<file path="config.mk">
export PLATFORM = sky130hd
export DESIGN_NAME = saed32_64x16_fifo_ctrl
export DESIGN_NICKNAME = d
export VERILOG_FILES = /design/src/rtl/saed32_mem_pkg.sv /design/src/rtl/saed32_fifo_obuf.sv /design/src/rtl/saed32_64x16_fifo_ctrl.sv
export SDC_FILE = /design/constraint.sdc
export NUM_CORES = 1
export LEC_CHECK = 0
export CORE_ASPECT_RATIO = 0.6
export CORE_MARGIN = 4
export CORE_UTILIZATION = 29
export CTS_BUF_LIST = sky130_fd_sc_hd__clkbuf_16
export DETAILED_ROUTE_END_ITERATION = 10
export GPL_TIMING_DRIVEN = 0
export HOLD_SLACK_MARGIN = 0.12
export SLEW_MARGIN = 25
export SYNTH_ARGS = -nofsm -noshare
export SYNTH_HDL_FRONTEND = slang
export SYNTH_HIERARCHICAL = 1
export SYNTH_SLANG_ARGS = --single-unit
</file>
<file path="constraint.sdc">
create_clock -name CLK -period 3.8 [get_ports CLK]
set_input_delay 0.76 -clock CLK [delete_from_list [all_inputs] [get_ports CLK]]
set_output_delay 0.76 -clock CLK [all_outputs]
set_load 0.02 [all_outputs]
</file>
<file path="src/rtl/saed32_mem_pkg.sv">
// Shared constants for the SAED32 64x16 FIFO controller and its output buffer.
package saed32_mem_pkg;

   localparam int DATA_W  = 16;
   localparam int ADDR_W  = 6;
   localparam int DEPTH   = 64;
   localparam int OBUF_N  = 2;
   localparam int COUNT_W = 7;

   // Macro occupancy value that blocks further pushes.
   localparam logic [COUNT_W-1:0] MEM_FULL     = 7'(DEPTH);
   // A prefetch may be issued only while the buffer plus in-flight reads stay below this.
   localparam logic [2:0]         OBUF_LIMIT   = 3'(OBUF_N);
   // Port-0 write mask: every bit written on every write.
   localparam logic [DATA_W-1:0]  WEM_ALL_ONES = {DATA_W{1'b1}};

endpackage

</file>
<file path="src/rtl/saed32_fifo_obuf.sv">
// Two-entry registered output buffer: entry 0 is always the head word.
// Absorbs the macro's one-cycle read latency so pops can run every cycle.
module saed32_fifo_obuf
   import saed32_mem_pkg::*;
(
   input  logic              CLK,
   input  logic              RSTN,
   input  logic              clear,
   input  logic              fill,
   input  logic [DATA_W-1:0] fill_data,
   input  logic              pop,
   output logic [DATA_W-1:0] head_data,
   output logic [1:0]        obuf_cnt
);

   logic [DATA_W-1:0] ent0_r;
   logic [DATA_W-1:0] ent1_r;
   logic [1:0]        cnt_r;
   logic [DATA_W-1:0] ent0_s;
   logic [DATA_W-1:0] ent1_s;
   logic [1:0]        cnt_s;

   // Next-state of the two entries and the occupancy for fill/pop/clear.
   always_comb begin
      ent0_s = ent0_r;
      ent1_s = ent1_r;
      cnt_s  = cnt_r;
      if (clear) begin
         ent0_s = {DATA_W{1'b0}};
         ent1_s = {DATA_W{1'b0}};
         cnt_s  = 2'd0;
      end else begin
         case ({fill, pop})
            2'b10: begin
               case (cnt_r)
                  2'd0: begin
                     ent0_s = fill_data;
                     cnt_s  = 2'd1;
                  end
                  2'd1: begin
                     ent1_s = fill_data;
                     cnt_s  = 2'd2;
                  end
                  default: begin
                     cnt_s = cnt_r;
                  end
               endcase
            end
            2'b01: begin
               ent0_s = ent1_r;
               cnt_s  = cnt_r - 2'd1;
            end
            2'b11: begin
               // Occupancy is unchanged; the filled word lands behind whatever stays.
               if (cnt_r == 2'd1) begin
                  ent0_s = fill_data;
               end else begin
                  ent0_s = ent1_r;
                  ent1_s = fill_data;
               end
            end
            default: begin
               cnt_s = cnt_r;
            end
         endcase
      end
   end

   // Buffer entry and occupancy registers.
   always_ff @(posedge CLK or negedge RSTN) begin
      if (!RSTN) begin
         ent0_r <= {DATA_W{1'b0}};
         ent1_r <= {DATA_W{1'b0}};
         cnt_r  <= 2'd0;
      end else begin
         ent0_r <= ent0_s;
         ent1_r <= ent1_s;
         cnt_r  <= cnt_s;
      end
   end

   assign head_data = ent0_r;
   assign obuf_cnt  = cnt_r;

endmodule

</file>
<file path="src/rtl/saed32_64x16_fifo_ctrl.sv">
// FIFO controller for one wrap_saed32_64x16 dual-port macro.
// Port 0 writes pushed words, port 1 prefetches into a 2-entry output buffer.
module saed32_64x16_fifo_ctrl
   import saed32_mem_pkg::*;
(
   input  logic               CLK,
   input  logic               RSTN,
   input  logic               flush,
   input  logic               in_valid,
   output logic               in_ready,
   input  logic [DATA_W-1:0]  in_data,
   output logic               out_valid,
   input  logic               out_ready,
   output logic [DATA_W-1:0]  out_data,
   output logic [COUNT_W-1:0] count,
   output logic [ADDR_W-1:0]  mem_A0,
   output logic [DATA_W-1:0]  mem_D0,
   output logic               mem_WE0,
   output logic               mem_CE0,
   output logic [DATA_W-1:0]  mem_WEM0,
   output logic [ADDR_W-1:0]  mem_A1,
   output logic               mem_CE1,
   output logic               mem_WE1,
   output logic [DATA_W-1:0]  mem_D1,
   output logic [DATA_W-1:0]  mem_WEM1,
   input  logic [DATA_W-1:0]  mem_Q1
);

   logic [ADDR_W-1:0]  wptr_r;
   logic [ADDR_W-1:0]  rptr_r;
   logic [COUNT_W-1:0] mem_cnt_r;
   logic [COUNT_W-1:0] count_r;
   logic               rd_inflight_r;

   logic [1:0]         obuf_cnt_s;
   logic [DATA_W-1:0]  head_s;
   logic               in_ready_s;
   logic               push_s;
   logic               pop_s;
   logic               issue_s;
   logic               fill_s;
   logic [2:0]         proj_s;

   // Handshake decode and prefetch decision; flush blocks push, pop and new reads.
   always_comb begin
      in_ready_s = (mem_cnt_r != MEM_FULL) && !flush;
      push_s     = in_valid && in_ready_s;
      pop_s      = (obuf_cnt_s != 2'd0) && out_ready && !flush;
      // Buffer occupancy after this cycle's pop once the in-flight read lands.
      proj_s     = {1'b0, obuf_cnt_s} + {2'b00, rd_inflight_r} - {2'b00, pop_s};
      issue_s    = (mem_cnt_r != 7'd0) && !flush && (proj_s < OBUF_LIMIT);
      // Read data returning during a flush belongs to the discarded contents.
      fill_s     = rd_inflight_r && !flush;
   end

   // Pointers, macro occupancy, in-flight read flag and the total word count.
   always_ff @(posedge CLK or negedge RSTN) begin
      if (!RSTN) begin
         wptr_r        <= {ADDR_W{1'b0}};
         rptr_r        <= {ADDR_W{1'b0}};
         mem_cnt_r     <= 7'd0;
         rd_inflight_r <= 1'b0;
         count_r       <= 7'd0;
      end else if (flush) begin
         wptr_r        <= {ADDR_W{1'b0}};
         rptr_r        <= {ADDR_W{1'b0}};
         mem_cnt_r     <= 7'd0;
         rd_inflight_r <= 1'b0;
         count_r       <= 7'd0;
      end else begin
         wptr_r        <= wptr_r + {5'd0, push_s};
         rptr_r        <= rptr_r + {5'd0, issue_s};
         mem_cnt_r     <= mem_cnt_r + {6'd0, push_s} - {6'd0, issue_s};
         rd_inflight_r <= issue_s;
         // Issue and fill only move words between stages, so only push/pop change the total.
         count_r       <= count_r + {6'd0, push_s} - {6'd0, pop_s};
      end
   end

   saed32_fifo_obuf u_obuf (
      .CLK       (CLK),
      .RSTN      (RSTN),
      .clear     (flush),
      .fill      (fill_s),
      .fill_data (mem_Q1),
      .pop       (pop_s),
      .head_data (head_s),
      .obuf_cnt  (obuf_cnt_s)
   );

   assign in_ready  = in_ready_s;
   assign out_valid = (obuf_cnt_s != 2'd0);
   assign out_data  = head_s;
   assign count     = count_r;

   assign mem_A0    = wptr_r;
   assign mem_D0    = in_data;
   assign mem_WE0   = push_s;
   assign mem_CE0   = push_s;
   assign mem_WEM0  = WEM_ALL_ONES;

   assign mem_A1    = rptr_r;
   assign mem_CE1   = issue_s;
   assign mem_WE1   = 1'b0;
   assign mem_D1    = {DATA_W{1'b0}};
   assign mem_WEM1  = {DATA_W{1'b0}};

endmodule

</file>
# Word level (Yosys, flattened, before mapping)
# Index checks and enable logic that the tools add are counted.
# op_classes
add_sub_neg,9
magnitude_cmp,1
n_eq_ne,8
mux,15
n_reduce_logical,17
# ops
cell,n
$mux W16,5
$pmux W16 S3,1
$pmux W16 S2,1
$add A7 B1 Y7,2
$mux W7,2
$sub A7 B1 Y7,2
$add A6 B1 Y6,2
$mux W6,2
$pmux W2 S2,2
$logic_and A1 B1 Y1,7
$ne A7 B7 Y1 const B,1
$reduce_bool A7 Y1,1
$reduce_and A2 Y1,3
$reduce_bool A3 Y1,2
$eq A2 B1 Y1 const B,2
$eq A2 B2 Y1 const B,2
$ne A4 B2 Y1 const B,1
$reduce_bool A4 Y1,1
$add A2 B1 Y3,1
$lt A3 B2 Y1 const B,1
$ne A3 B2 Y1 const B,1
$ne A3 B3 Y1 const B,1
$sub A3 B1 Y3,1
$logic_not A2 Y1,1
other kinds (5),5
# totals
register_bits,61
inputBits,37
out_inout_bits,105
word_cells,58

# Logic depth before layout (Yosys ltp)
# logic_depth
ltp_word,8
depth_mapped,17
depth_no_buf,16

# Modules after synthesis
# The synthesis kept the hierarchy.
# by_module_without_submodules
mod,n_inst,cells_per_inst,area_each_um2,seq_area_each_um2
saed32_64x16_fifo_ctrl,1,244,2270.9,675.6
saed32_fifo_obuf,1,141,1778.0,850.8

# Least setup slack after synthesis
# OpenSTA, ideal clock, no wires.
# synth_timing
kind,in2reg
start,input port flush
end,register mem_cnt_r[4]
setup_ps,137
arrival_time_ps,3952
t_required_ps,3663
slack_ps,-289
cell_stages,17
path_buffers,1
path_cell_list,buf_6 inv_1 and3_1 ha_1 nand2b_1 fa_1 xnor2_1 o2111a_1 ha_1 inv_1 ha_1 inv_1 fa_1 nor2b_1 o21ba_2 o21ai_0 nor3b_1
# synth_between
elab_chain_cells,7
# synth_lines
element,line,text
from (decl),saed32_64x16_fifo_ctrl.sv:8,"input logic flush,"
$logic_not A1 Y1,saed32_64x16_fifo_ctrl.sv:48,pop_s = (obuf_cnt_s != 2'd0) && out_ready && !flush;
$logic_and A1 B1 Y1,saed32_64x16_fifo_ctrl.sv:48,
named net pop_s,saed32_64x16_fifo_ctrl.sv:39,logic pop_s;
$sub A3 B1 Y3,saed32_64x16_fifo_ctrl.sv:50,"proj_s = {1'b0, obuf_cnt_s} + {2'b00, rd_inflight_r} - {2'b00, pop_s};"
$lt A3 B2 Y1,saed32_64x16_fifo_ctrl.sv:51,issue_s = (mem_cnt_r != 7'd0) && !flush && (proj_s < OBUF_LIMIT);
$logic_and A1 B1 Y1,saed32_64x16_fifo_ctrl.sv:51,
named net mem_CE1,saed32_64x16_fifo_ctrl.sv:22,"output logic mem_CE1,"
$sub A7 B1 Y7,saed32_64x16_fifo_ctrl.sv:73,"mem_cnt_r <= mem_cnt_r + {6'd0, push_s} - {6'd0, issue_s};"
$mux W7,saed32_64x16_fifo_ctrl.sv:64,end else if (flush) begin
to (signal assigned),saed32_64x16_fifo_ctrl.sv:73,
to (decl),saed32_64x16_fifo_ctrl.sv:31,logic [COUNT_W-1:0] mem_cnt_r;
# The timed path passes the listed nets, and every way through them passes these cells.
# A chain may end at the register's enable or synchronous reset.

# Worst setup path in the final report
# layout_timing
start,register u_obuf.cnt_r[1] (netlist: u_obuf/obuf_cnt[1])
end,register mem_cnt_r[4]
# layout_between
elab_chain_cells,8
# layout_lines
element,line,text
from (decl),saed32_fifo_obuf.sv:18,logic [1:0] cnt_r;
from (signal assigned),saed32_fifo_obuf.sv:78,cnt_r <= cnt_s;
$reduce_bool A2 Y1,saed32_64x16_fifo_ctrl.sv:48,
$logic_and A1 B1 Y1 (2 in a row),saed32_64x16_fifo_ctrl.sv:48,
named net pop_s,saed32_64x16_fifo_ctrl.sv:39,
$sub A3 B1 Y3,saed32_64x16_fifo_ctrl.sv:50,
$lt A3 B2 Y1,saed32_64x16_fifo_ctrl.sv:51,
$logic_and A1 B1 Y1,saed32_64x16_fifo_ctrl.sv:51,
$sub A7 B1 Y7,saed32_64x16_fifo_ctrl.sv:73,
$mux W7,saed32_64x16_fifo_ctrl.sv:64,
# The timed path passes the listed nets, and every way through them passes these cells.

==> impl_metrics.ini <==
[placement]
gp_congestion = 0.753
io_buffers = 76
dpl.hpwl_microns = 7290
place_inst = 701

[global_route]
grt_max_degree = 34
grt_pass1_vias = 2939
grt_usage = 0.120
antenna_found_initial = 0
grt_overflow = 0
grt_pass1_wl_microns = 15400

[clock_network]
cts-htree-levels = 3
root_buffer = clkbuf_16
hold_buffers = 0
clock-sinks = 61
tritoncts = yes
cts.path.max_buffers = 2
numCtsBuffers = 9
clkLatencyLatePin_ns = 0.34
clk_pin_slew_ns = 0.05

[outcome]
status = finished clean

[die]
start_util = 0.296
chipWidth_microns = 161
num_io_pins = 142
num_rows = 33
core_sq_um = 13700
die-area_sq_um = 16000
die_y_microns = 99.5

[synthesis]
ys_async_sr_fraction = 1.00
synth_fa_ha_area_frac = 0.0983
synth_area_sq_um = 4050
synth-simple-area-share = 0.115
syn-instance-count = 385
yosysSeqAreaShare = 0.377
synthXorXnorAreaFrac = 0.0281
muxShareOfSynthArea = 0.0498
ys_seq_elements = 61
syn_avg_cell_area_sq_um = 10.5
yosys_warnings = 6
netlist-cell-type-count = 54
synth_edf_count = 0
synth_ff_type = dfrtp_1
synth_compound_area_frac = 0.146
synth_top_family_by_area = buffers and inverters

[setup_path]
cp-end-kind = flip-flop
critPathLaunchType = flip-flop
crit_type = flip-flop to flip-flop
critPathMaxFanout = 5
crit_required_ns = 3.99
cp.arrival_ns = 3.84

[cells_and_area]
final_cell_count_no_fill = 725
area_growth_pct = 41.2
finalNetCount = 595
antenna_cells = 0
drive_above_1_share = 0.268

[sta]
fin_tns_setup_ns = 0
layout_min_cycle_time_ns = 3.65
max-slew-margin-rel = 0.583
tightest_slew_ns = 0.625
max_freq_mhz = 274
fin_crit_sh = 0.959
finalSetupViolations = 0
drv_slew = 0
clock_skew_ns = 0.00682
hold_viol = 0

[min_path]
min_path_type = input pin to async pin

[job]
cap_violations = 0

[drt]
num_vias = 3033
vias_per_cell = 4.18
ant_nets = 0
drt_first_iter_violations = 110
drc = 0
wl_microns = 9680
wl_per_cell_microns = 13.3
dr.pass1.iters = 4

[power]
powerDensity_nw_per_um2 = 602
ir_drop_mv = 0.265
p_leak_nw = 2.75
-- final timing paths --
kind                                      start                   end  slack, ns  depth (start not counted)
min reg2reg                u_obuf/head_data[13]  u_obuf/head_data[13]       0.49                          1
max in group asynchronous                  RSTN             mem_A1[0]       2.93                          2
min in group CLK           u_obuf/head_data[13]  u_obuf/head_data[13]       0.49                          1
max reg2reg                  u_obuf/obuf_cnt[1]          mem_cnt_r[4]       0.15                         16
min                                        RSTN   u_obuf/head_data[2]       0.36                          1
max                          u_obuf/obuf_cnt[1]          mem_cnt_r[4]       0.15                         16
-- cell families (layout without fill, tap and decap cells) --
group           after synthesis  count (layout)
compound gates               65              65
xor+xnor                     13              13
fa+ha+maj                    30              30
buf+inv                     107             208
flops                        61              61
mux                          20              20
other cells                   2              49
simple gates                 87              87
-- stage by stage --
step / utilization / hold WS (ns) / cell area, sq um / total power, W / setup slack, ns
2_1_floorplan: - / 0.464 / 4240 / 0.00193 / 0.00888
3_3_place_gp: 0.383 / 0.476 / 5240 / 0.00235 / -0.676
3_5_place_dp: 0.385 / 0.477 / 5260 / 0.00240 / -0.744
4_1_cts: 0.412 / 0.378 / 5620 / 0.00336 / 0.0109
5_1_grt: 0.418 / 0.399 / 5720 / 0.00367 / -0.00270
6_report: 0.418 / 0.365 / 5720 / 0.00344 / 0.154
-- synth_stat cells, types with 4 or more instances --
library cell,n,share of area
buf_4,66,0.12
dfrtp_1,61,0.38
nor2_1,34,0.032
ha_1,27,0.083
inv_1,25,0.023
mux2i_1,19,0.047
nor2b_1,14,0.022
o2bb2ai_1,14,0.030
a22oi_2,10,0.031
nand3_1,8,0.0099
xnor2_1,7,0.015
a21oi_1,6,0.0074
xor2_1,6,0.013
a22oi_1,5,0.0093
buf_2,5,0.0062
nand2_1,5,0.0046
a211oi_1,4,0.0074
buf_12,4,0.020
nor3_1,4,0.0049
nor3b_1,4,0.0074
-- layout make-up --
class / instances / area, sq um
Sequential cell: 61 / 1530
Clock inverter: 7 / 106
Fill cell: 1270 / 7950
Inverter: 26 / 103
Multi-Input combinational cell: 264 / 2030
Clock buffer: 9 / 225
Buffer: 81 / 646
Tap cell: 192 / 240
Timing Repair Buffer: 85 / 835
-- repair_timing --
action	CTS	global route
gates resized for setup	5	15
buffers inserted	3	5
setup endpoints to repair	8	4
pin swaps	3	8
-- flip-flops by register name, summed over array words and instances, names as in the netlist --
| register | flops |
|---|---|
| u_obuf/ent1_r | 16 |
| u_obuf/head_data | 16 |
| count | 7 |
| mem_cnt_r | 7 |
| mem_A0 | 6 |
| mem_A1 | 6 |
| u_obuf/obuf_cnt | 2 |
| rd_inflight_r | 1 |
-- metal layers --
layer,GRT usage,vias to the layer above,share of wire
met4,0.0449,0,0.016
li1,-,1494,-
met5,0,-,0
met3,0.0273,11,0.049
met2,0.183,82,0.46
met1,0.166,1446,0.47
-- placed cells by master (no fill, tap or decap), drive strengths merged, types with 2 or more instances in the layout --
| cell type | n |
|---|---|
| o21ai | 3 |
| nor2 | 34 |
| clkinv | 2 |
| nor3 | 4 |
| nand2b | 2 |
| a211o | 2 |
| nor4b | 2 |
| or2 | 4 |
| mux2i | 19 |
| nor4 | 3 |
| a21oi | 8 |
| dfrtp | 61 |
| o21a | 2 |
| a31oi | 2 |
| buf | 88 |
| nand3 | 8 |
| nor3b | 5 |
| clkdlybuf4s50 | 72 |
| nand2 | 5 |
| conb | 49 |
| bufinv | 3 |
| inv | 28 |
| a21o | 3 |
| ha | 27 |
| xnor2 | 7 |
| o2bb2ai | 17 |
| a211oi | 5 |
| clkbuf | 13 |
| nor2b | 15 |
| xor2 | 6 |
| o2111a | 2 |
| fa | 3 |
| a22oi | 15 |
-- worst max-delay path, stage by stage (launching register included) --
cell and delay, ns:
dfrtp_2 0.45, or2_2 0.30, and3_4 0.20, ha_4 0.20, nand2b_4 0.14, fa_2 0.37
xnor2_2 0.17, o2111a_2 0.28, ha_4 0.21, inv_1 0.05, ha_2 0.17, inv_2 0.04
fa_2 0.38, nor2b_4 0.17, o21ba_4 0.16, o21ai_1 0.05, nor3b_2 0.16
-- power by group --
part | internal (W) | total [W] | switching [W]
sequential | 0.000778 | 0.000874 | 0.0000962
combinational | 0.000781 | 0.00164 | 0.000859
clock | 0.000632 | 0.000924 | 0.000293
total | 0.00219 | 0.00344 | 0.00125
Note: power is estimated with default switching activity, not from simulation.
